File: src/rtl/clock_divider_prog.sv
// -----------------------------------------------------------------------------
// clock_divider_prog
//
// Run-time programmable clock divider / clock-enable generator. Divides clk
// by an integer N in [2, 2**WIDTH-1] and produces a registered, roughly 50%
// duty output plus a one-cycle tick on the first cycle of every period. A new
// divisor is staged in a pending register. It is only promoted at a period
// boundary, so the period already in progress is never cut short or
// stretched.
//
// Parameters
//   WIDTH        width of divisor, pending/active registers and counter
//   DEFAULT_DIV  divisor in force after reset (must be >= 2)
//
// Ports
//   clk      in   1      system clock, all state updates on posedge
//   rst      in   1      asynchronous, active-high reset
//   en       in   1      count enable; low freezes cnt, act_div and out_d
//   load     in   1      sample div into the pending register (ignores en)
//   div      in   WIDTH  requested divisor N (values < 2 are clamped to 2)
//   out_d    out  1      divided clock, straight from a flop
//   tick     out  1      one-cycle pulse on the first cycle of each period
//   cnt      out  WIDTH  current phase, 0 .. act_div-1
//   cfg_err  out  1      sticky flag: a load with div < 2 was seen
//
// Valid/ready: there is no handshake. load is a single-cycle strobe that is
// always accepted. div is sampled on every posedge where load is high.
// -----------------------------------------------------------------------------
`timescale 1ns/1ps

module clock_divider_prog #(
    parameter int WIDTH       = 8,
    parameter int DEFAULT_DIV = 2
) (
    input  logic             clk,
    input  logic             rst,
    input  logic             en,
    input  logic             load,
    input  logic [WIDTH-1:0] div,
    output logic             out_d,
    output logic             tick,
    output logic [WIDTH-1:0] cnt,
    output logic             cfg_err
);

    localparam logic [WIDTH-1:0] DIV_RST = WIDTH'(DEFAULT_DIV);
    localparam logic [WIDTH-1:0] MIN_DIV = WIDTH'(2);
    localparam logic [WIDTH-1:0] ONE     = WIDTH'(1);

    // ------------------------------------------------------------------
    // State
    // ------------------------------------------------------------------
    logic [WIDTH-1:0] cnt_q,      cnt_d;
    logic [WIDTH-1:0] act_div_q,  act_div_d;
    logic [WIDTH-1:0] pend_div_q, pend_div_d;
    logic             out_d_q,    out_d_d;
    logic             tick_q,     tick_d;
    logic             cfg_err_q,  cfg_err_d;

    // ------------------------------------------------------------------
    // Combinational helpers
    // ------------------------------------------------------------------
    logic [WIDTH-1:0] div_clamped;
    logic             div_bad;
    logic             wrap;
    logic [WIDTH-1:0] high_from;

    always_comb begin
        div_clamped = (div < MIN_DIV) ? MIN_DIV : div;
        div_bad     = load && (div < MIN_DIV);
        // act_div_q is always >= 2, so act_div_q - 1 never underflows.
        wrap        = (cnt_q == (act_div_q - ONE));
    end

    // ------------------------------------------------------------------
    // Next-state logic
    // ------------------------------------------------------------------
    always_comb begin
        cnt_d      = cnt_q;
        act_div_d  = act_div_q;
        pend_div_d = pend_div_q;
        tick_d     = 1'b0;
        cfg_err_d  = cfg_err_q | div_bad;
        high_from  = '0;
        out_d_d    = 1'b0;

        // The pending register is loaded whether or not counting is enabled.
        if (load) begin
            pend_div_d = div_clamped;
        end

        if (en) begin
            if (wrap) begin
                cnt_d  = '0;
                tick_d = 1'b1;
                // A load on the wrap cycle itself must take effect for the
                // period that starts now. The pending register would only
                // see the new value one cycle too late.
                act_div_d = load ? div_clamped : pend_div_q;
            end else begin
                cnt_d = cnt_q + ONE;
            end
        end

        // out_d is registered from the next-state phase and divisor. The
        // flop therefore always agrees with the cnt/act_div values that
        // are visible in the same cycle. The low half gets the extra
        // cycle for odd N.
        high_from = act_div_d - (act_div_d >> 1);
        out_d_d   = (cnt_d >= high_from);
    end

    // ------------------------------------------------------------------
    // Registers
    // ------------------------------------------------------------------
    always_ff @(posedge clk or posedge rst) begin
        if (rst) begin
            cnt_q      <= '0;
            act_div_q  <= DIV_RST;
            pend_div_q <= DIV_RST;
            out_d_q    <= 1'b0;
            tick_q     <= 1'b0;
            cfg_err_q  <= 1'b0;
        end else begin
            cnt_q      <= cnt_d;
            act_div_q  <= act_div_d;
            pend_div_q <= pend_div_d;
            out_d_q    <= out_d_d;
            tick_q     <= tick_d;
            cfg_err_q  <= cfg_err_d;
        end
    end

    // ------------------------------------------------------------------
    // Outputs
    // ------------------------------------------------------------------
    assign out_d   = out_d_q;
    assign tick    = tick_q;
    assign cnt     = cnt_q;
    assign cfg_err = cfg_err_q;

endmodule

File: config.mk
export PLATFORM = sky130hd
export DESIGN_NAME = clock_divider_prog
export DESIGN_NICKNAME = d
export VERILOG_FILES = /design/src/rtl/clock_divider_prog.sv
export SDC_FILE = /design/constraint.sdc
export NUM_CORES = 1
export LEC_CHECK = 0
export CORE_ASPECT_RATIO = 0.9
export CORE_MARGIN = 8
export CORE_UTILIZATION = 55
export CTS_BUF_LIST = sky130_fd_sc_hd__clkbuf_2
export CTS_CLUSTER_DIAMETER = 50
export CTS_CLUSTER_SIZE = 28
export DETAILED_ROUTE_END_ITERATION = 8
export GPL_TIMING_DRIVEN = 0
export PLACE_DENSITY = 0.77
export SLEW_MARGIN = 20
export SYNTH_ARGS = -nofsm -noshare
export SYNTH_HDL_FRONTEND = slang
export SYNTH_SLANG_ARGS = --single-unit
File: constraint.sdc
create_clock -name clk -period 5.25 [get_ports clk]
set_input_delay 1.05 -clock clk [delete_from_list [all_inputs] [get_ports clk]]
set_output_delay 1.05 -clock clk [all_outputs]
set_load 0.005 [all_outputs]
== Word level (Yosys, flattened, before mapping) ==
Cells that the tools add are included.
Cells by class
  bitwise operators: 1
  $lt $le $gt $ge: 2
  reductions and logical operators: 1
  multiplexer cells: 8
  eq/ne operators: 1
  $add $sub $neg: 3
Operators with widths (count)
  $mux W8: 6
  $add A8 B1 Y8 const B: 1
  $eq A8 B8 Y1: 1
  $ge A8 B8 Y1: 1
  $lt A8 B2 Y1 const B: 1
  $sub A8 B1 Y8 const B: 1
  $sub A8 B7 Y8: 1
  $mux W1: 2
  $logic_and A1 B1 Y1: 1
  $or A1 B1 Y1: 1
Storage, ports and cells
  input port bits: 12
  flip-flop bits (word level): 27
  logic and storage cells: 22
  output and inout bits: 11

== Longest topological paths before layout ==
Gate-level depths: netlist of run 1.
  depth in word-level cells: 7
  gate-level depth with buffers: 22
  gate-level depth less buffers: 21

== Worst setup path after synthesis of run 1 ==
OpenSTA, ideal clock, no wires.
  path kind: input to register
  from: in div[5]
  to: reg out_d_q (netlist: out_d)
  setup time: 0.126 ns
  path slack: 0.697 ns
  stages: 18
  data arrival time: 4.428 ns
  required time: 5.124 ns
  path buffers: 0
  cells stage by stage: or4_1 -> nor4_1 -> nor2_1 -> a21oi_1 -> nand2_1 -> o21ai_0 -> ha_1 -> inv_1 -> fa_1 -> a21o_1 -> a21oi_1 -> o21bai_1 -> a21oi_1 -> xor2_1 -> ha_1 -> or2_2 -> a21oi_1 -> a21oi_1
Between the ends
  longest elaborated chain between the ends: 7
Ends and longest elaborated chain
  from (decl): line 39  | input logic [WIDTH-1:0] div,
  $lt A8 B2 Y1: line 69  | div_clamped = (div < MIN_DIV) ? MIN_DIV : div;
  $mux W8: line 69
  $mux W8
  $mux W8: line 93  | if (wrap) begin
  $mux W8: line 92  | if (en) begin
  net act_div_d[1]: line 54  | logic [WIDTH-1:0] act_div_q, act_div_d;
  $sub A8 B7 Y8: line 109  | high_from = act_div_d - (act_div_d >> 1);
  $ge A8 B8 Y1: line 110  | out_d_d = (cnt_d >= high_from);
  net out_d_d: line 56  | logic out_d_q, out_d_d;
  to (signal assigned): line 128  | out_d_q <= out_d_d;
  to (decl): line 56
The timed path passes the listed nets, and every way through them passes these cells.

== Worst setup path in the final report of run 1 ==
Same ends and word-level chain as after synthesis.

==> results.py, run 1 <==
metrics = {
    "global_route": {
        "grt_usage_pct": 15.36,
        "grt_max_degree": 28,
        "grt_pass1_vias": 1512,
        "grt_pass1_wl_um": 6941,
        "grt.overflow.total": 0,
        "antenna_found_initial": 0,
    },
    "critical_path": {
        "path_class": "input port to flip-flop",
        "critical-path-slowest-cell": "or4_1",
        "cp_cell_sequence": "clkdlybuf4s50_1 -> or4_1 -> nor4_4 -> nor2_1 -> a21oi_1 -> nand2_1 -> o21ai_0 -> ha_1 -> inv_1 -> fa_1 -> a21o_1 -> a21oi_1 -> o21bai_1 -> a21oi_1 -> xor2_1 -> ha_1 -> or2_2 -> a21oi_1 -> a21oi_1",
        "max_stage_delay_ps": 590,
        "cp-start-kind": "input port",
        "cp-end-kind": "flip-flop",
        "r2r_slack_ps": 400,
        "path_max_fanout": 4,
        "worstPathArrival_ps": 5210,
        "required_ps": 5540,
        "crit_path_frequent_cell": "a21oi_1",
    },
    "clocking": {
        "htree_levels": 1,
        "cts_tree": "built",
        "cts.sinks": 27,
        "cts_resized": 0,
        "insertion_delay_ps": 360,
        "numCtsBuffers": 3,
        "cts_hold_buffers": 0,
        "clkTransAtPathRegs_ps": 250,
        "cts_root_buf": "clkbuf_2",
        "cts_setup_buffers": 0,
        "clock_path_buffers": 2,
    },
    "pwr": {
        "ir_worst_vdd_v": 0.0002408,
        "total_leakage_power_nw": 0.9771,
        "powerDensity_mw_per_mm2": 444.6,
    },
    "sta": {
        "fmax_mhz": 203.3,
        "tightest_slew_ps": 571.9,
        "rsz0062_at_grt": "false",
        "skew_ps": 12.45,
        "fin_crit_sh_pct": 93.67,
        "max_slew_margin_pct": 61.47,
        "hold_viol_final": 0,
        "setup-violations-final": 0,
        "finalMaxSlewViolations": 0,
        "finalCriticalPeriod_ps": 4918,
    },
    "placement": {
        "dpl_cell_area_mm2": 0.002123,
        "dp.cells": 244,
        "io_buffers": 22,
        "gp_congestion": 0.7922,
        "place_hpwl_um": 3116,
    },
    "finish": {
        "final_cell_mix": "25 x dfrtp_1, 22 x clkdlybuf4s50_1, 17 x ha_1, 16 x inv_1, 10 x xnor2_1",
        "finalInstanceArea_mm2": 0.002158,
        "layout_commonest_cell": "dfrtp_1",
        "n_antenna_cell": 0,
        "instances_no_fill": 248,
        "fill_cells": 284,
        "nets": 235,
        "drive_above_1_share_pct": 13.24,
        "area_growth_pct": 16.79,
    },
    "detailed_routing": {
        "post_drt_via_cell_ratio": 5.504,
        "wl_per_cell_um": 15.47,
        "drcViolationCount": 0,
        "vias": 1365,
        "firstDrtPassIters": 4,
        "drtIter0Drc": 32,
        "wirelength_um": 3837,
        "ant_nets": 0,
    },
    "synth": {
        "synth_cells": 178,
        "synthArstFlopShare_pct": 100.0,
        "synth.distinct_cells": 44,
        "synthFlopType": "dfrtp_1",
        "seq_area_frac_synth_pct": 36.70,
        "synth_top_area_share_pct": 33.85,
        "synth_area_leader_cell": "dfrtp_1",
        "synth.net_count": 208,
        "synth_area_mm2": 0.001848,
        "yosys_register_bits": 27,
        "synth-edff-count": 0,
        "avgSynthCellArea_um2": 10.38,
        "synth_area_leaders": "dfrtp_1 34%, ha_1 12%, mux2_2 4.9%, xnor2_1 4.7%, xor2_1 3.8%",
        "yosysWarnings": 0,
    },
    "floorplanning": {
        "die_h_um": 70.99,
        "io_pins": 23,
        "die_w_um": 77.10,
        "rows": 20,
        "start_util_pct": 55.95,
        "dieArea_mm2": 0.005473,
        "core_mm2": 0.003303,
    },
    "job": {
        "max_cap_viol_count": 0,
    },
    "hold_path": {
        "hp-class": "flip-flop to flip-flop",
    },
    "run_status": {
        "outcome": "finished, final reports clean",
    },
}
power breakdown:
part	total [mW]	internal (mW)	switching (mW)
logic	0.572	0.303	0.270
registers	0.309	0.255	0.0536
clock network	0.0783	0.0173	0.0610
worst paths after layout:
kind | startpoint | endpoint | cells after the start
setup / recovery | div[5] | out_d | 19
hold / removal | cfg_err | cfg_err | 1
setup reg to reg | act_div_q[1] | out_d | 22
hold reg to reg | cfg_err | cfg_err | 1
max in group asynchronous | rst | pend_div_q[1] | 2
min in group asynchronous | rst | pend_div_q[3] | 2
metal layers:
layer	vias to the layer above	track usage [%]	routed length, um
met2	28	27.33	1894
met4	0	4.393	42
met5	-	0	0
met1	657	17.36	1660
li1	673	-	-
met3	7	4.557	239
synthesized netlist by cell type, types with 2 or more instances:
| library cell | instances |
|---|---|
| nand2b_1 | 5 |
| o2bb2ai_1 | 4 |
| clkbuf_1 | 4 |
| nand2_1 | 4 |
| xnor2_1 | 10 |
| mux2_2 | 8 |
| nor3_1 | 2 |
| o21ai_0 | 6 |
| nand3b_1 | 2 |
| a21oi_1 | 8 |
| nand3_1 | 4 |
| dfstp_2 | 2 |
| mux2i_1 | 5 |
| nor2_1 | 9 |
| dfrtp_1 | 25 |
| o21bai_1 | 2 |
| xor2_1 | 8 |
| o22ai_1 | 3 |
| a21o_1 | 7 |
| inv_1 | 17 |
| and4_1 | 2 |
| and3_1 | 3 |
| ha_1 | 17 |
cell type report:
class / instances / area, um2 / area share [%]
Clock inverter: 1 / 5.005 / 0.2319
Timing Repair Buffer: 22 / 220.2 / 10.20
Sequential cell: 27 / 678.2 / 31.42
Buffer: 5 / 26.28 / 1.217
Inverter: 18 / 67.56 / 3.130
Tap cell: 44 / 55.05 / 2.551
Clock buffer: 3 / 15.01 / 0.6957
Multi-Input combinational cell: 128 / 1091 / 50.55
flip-flops by register name (all words and copies together) (netlist names):
| signal | count |
|---|---|
| cnt | 8 |
| out_d | 1 |
| pend_div_q | 8 |
| act_div_q | 8 |
| cfg_err | 1 |
| tick | 1 |
cells by family (layout without fill, tap and decap cells):
kind of cell	count (synthesis)	count (layout)	synth area share, %
adders and majority gates	18	18	12.59
DFF	27	27	36.70
muxes	15	15	9.140
buffers and inverters	23	49	5.077
AOI/OAI and AO/OA	36	36	13.54
and+or+nand+nor	40	40	13.54
xor gates and xnor gates	19	19	9.411
critical path, delay by kind of cell:
family | cells | cell delay, ps
buf+inv | 2 | 490
compound gates | 8 | 1310
xor+xnor | 1 | 190
fa+ha+maj | 3 | 890
simple gates | 5 | 1240
per-stage QoR:
step | power (mW) | TNS, ps | util [%] | setup WS, ps | hold slack, ps
finish | 0.9595 | 0 | 65.34 | 332.1 | 494.6
global route | 1.063 | 0 | 65.34 | 20.06 | 530.0
CTS | 0.9686 | 0 | 64.89 | 18.36 | 500.7
detailed placement | 0.8878 | -382.4 | 64.28 | -382.4 | 449.1
global placement | 0.8552 | -116.9 | 64.28 | -116.9 | 436.6
floorplan | 0.7162 | 0 | - | 696.5 | 451.0
(Power assumes the default switching activity.)
==> run 2, diff against run 1 <==
Settings changed: CELL_PAD_IN_SITES_DETAIL_PLACEMENT set to 0, CELL_PAD_IN_SITES_GLOBAL_PLACEMENT set to 1, CORE_MARGIN 8 to 10, CORE_UTILIZATION 55 to 48, PLACE_DENSITY 0.77 to 0.85.
Clock period 5.25 ns to 5.9 ns, I/O delays scaled along.
==> run 2 against run 1 <==
Effect of this change: flip-flop and latch count did not move; final cell count rose by 0.81%; power fell by 11%; via count rose by 0.37%; design area fell by 0.46%; global-route usage fell by 3.6 points; clock power fell by 2.6%; largest power group unchanged; non-clock buffer count did not move; highest routed layer unchanged.
==> results.py, run 2 (synthesis results as in run 1) <==
metrics = {
    "finish": {
        "multi_input_area_mm2": 0.001076,
        "layout_commonest_cell": "dfrtp_1",
        "n_antenna_cell": 0,
        "final_cell_mix": "25 x dfrtp_1, 22 x clkdlybuf4s50_1, 17 x ha_1, 16 x inv_1, 10 x xnor2_1",
        "fill_cells": 324,
        "seqCellArea_um2": 678.2,
        "nets": 235,
        "area_growth_pct": 16.25,
        "drive_above_1_share_pct": 12.75,
    },
    "sta": {
        "setup-violations-final": 0,
        "finalCriticalPeriod_ps": 5100,
        "hold_viol_final": 0,
        "tightest_slew_ps": 562.2,
        "fmax_mhz": 196.1,
        "finalMaxSlewViolations": 0,
        "max_slew_margin_pct": 62.13,
        "fin_ws_ps": 800.3,
        "skew_ps": 10.28,
        "fin_crit_sh_pct": 86.44,
        "rsz0062_at_grt": "false",
        "tns_ps": 0,
    },
    "critical_path": {
        "path_max_fanout": 4,
        "crit_path_frequent_cell": "a21oi_1",
        "critical-path-slowest-cell": "or4_1",
        "cp-end-kind": "flip-flop",
        "critical_path.top_delay_family": "simple AND/OR/NAND/NOR gates",
        "path_class": "input port to flip-flop",
        "worstPathArrival_ps": 5410,
        "cp_cell_sequence": "clkdlybuf4s50_1 -> or4_1 -> nor4_1 -> nor2_1 -> a21oi_1 -> nand2_1 -> o21ai_0 -> ha_1 -> inv_1 -> fa_1 -> a21o_1 -> a21oi_1 -> o21bai_1 -> a21oi_1 -> xor2_1 -> ha_1 -> or2_2 -> a21oi_1 -> a21oi_1",
        "required_ps": 6210,
        "max_stage_delay_ps": 520,
        "cp_num_buf_inv": 2,
        "cp-start-kind": "input port",
    },
    "clocking": {
        "cts_tree": "built",
        "cts_root_buf": "clkbuf_2",
        "insertion_delay_ps": 380,
        "cts.sinks": 27,
        "htree_levels": 1,
        "cts_hold_buffers": 0,
        "cts_setup_buffers": 0,
        "numCtsBuffers": 3,
        "clkTransAtPathRegs_ps": 280,
        "cts_resized": 0,
        "clock_path_buffers": 2,
    },
    "global_route": {
        "antenna_found_initial": 0,
        "use_met2_pct": 21.18,
        "grt_usage_pct": 11.76,
        "grt.met1_usage_pct": 14.00,
        "grt_pass1_vias": 1403,
        "grt_pass1_wl_um": 6630,
        "grtUsageMet3_pct": 1.531,
        "gr-max-usage-layer": "met2",
        "grt_max_degree": 28,
        "grt.overflow.total": 0,
    },
    "floorplanning": {
        "rows": 21,
        "io_pins": 23,
        "start_util_pct": 49.88,
        "die_h_um": 78.87,
        "dieArea_mm2": 0.006735,
        "die_w_um": 85.41,
        "core_mm2": 0.003705,
    },
    "placement": {
        "io_buffers": 22,
        "pre_cts_slack_ps": 322.5,
        "place_hpwl_um": 3196,
        "gp_congestion": 0.8101,
    },
    "detailed_routing": {
        "wl_per_cell_um": 15.42,
        "ant_nets": 0,
        "post_drt_via_cell_ratio": 5.480,
        "firstDrtPassIters": 4,
        "vias": 1370,
        "wirelength_um": 3855,
        "drtIter0Drc": 37,
        "drcViolationCount": 0,
    },
    "pwr": {
        "total_leakage_power_nw": 0.9710,
        "ir_worst_vdd_v": 0.0001715,
        "powerDensity_mw_per_mm2": 399.1,
        "total_power_mw": 0.8574,
    },
    "job": {
        "max_cap_viol_count": 0,
    },
    "hold_path": {
        "hp-class": "flip-flop to flip-flop",
    },
    "run_status": {
        "outcome": "finished, final reports clean",
    },
}
==> run 2: cell types whose count changed in the layout (fill, tap and decap cells not counted) <==
cell	delta
clkinv_2	-1
nor4_1	+1
clkinvlp_4	+1
nor4_4	-1
==> run 2: final cells by class <==
class / count / share of cell area, %
multi-input cells: 128 / 50.09
flip-flops and latches: 27 / 31.57
repair buffers: 22 / 10.25
inverters: 18 / 3.145
well taps: 46 / 2.679
plain buffers: 5 / 1.223
clock buffers: 3 / 0.6989
clock inverters: 1 / 0.3494
==> run 2: layer usage <==
layer	up-vias	share of wire (%)
li1	672	-
met1	675	44
met2	19	52
met3	4	2.4
met4	0	1.5
met5	-	0
==> run 2: power by group <==
| part | switching (mW) | internal (mW) | leakage [nW] |
|---|---|---|---|
| Sequential | 0.0453 | 0.227 | 0.335 |
| Combinational | 0.239 | 0.269 | 0.623 |
| Clock | 0.0606 | 0.0157 | 0.0126 |
| Total | 0.345 | 0.512 | 0.971 |
==> run 2: worst register-to-register path, stage by stage, from the launching register on <==
cell	delay (ps)
dfstp_2	630
inv_1	60
ha_1	280
xor2_1	150
nand3_1	100
a2111oi_1	460
and3b_4	330
buf_6	170
nand2_1	60
o21ai_0	220
ha_1	250
inv_1	70
fa_1	440
a21o_1	190
a21oi_1	220
o21bai_1	90
a21oi_1	190
xor2_1	160
ha_1	230
or2_2	270
a21oi_1	140
a21oi_1	50
==> run 2: final timing paths <==
path | start | end | slack, ps | depth (start not counted)
worst max-delay path | div[5] | out_d | 800 | 19
worst min-delay path | cfg_err | cfg_err | 490 | 1
worst max register to register | act_div_q[1] | out_d | 1080 | 21
worst min register to register | cfg_err | cfg_err | 490 | 1
max in group asynchronous | rst | act_div_q[1] | 4390 | 2
min in group asynchronous | rst | act_div_q[7] | 1120 | 2
==> run 2: per-stage QoR <==
stage | hold slack, ps | area [um2] | util (%) | std cells
final | 493.6 | 2148 | 57.99 | 250
after global routing | 529.0 | 2148 | 57.99 | 250
after CTS | 500.3 | 2148 | 57.99 | 250
after detailed placement | 444.4 | 2126 | 57.38 | 246
after global placement | 439.1 | 2126 | 57.38 | 246
after floorplan | 451.0 | 1848 | - | 178
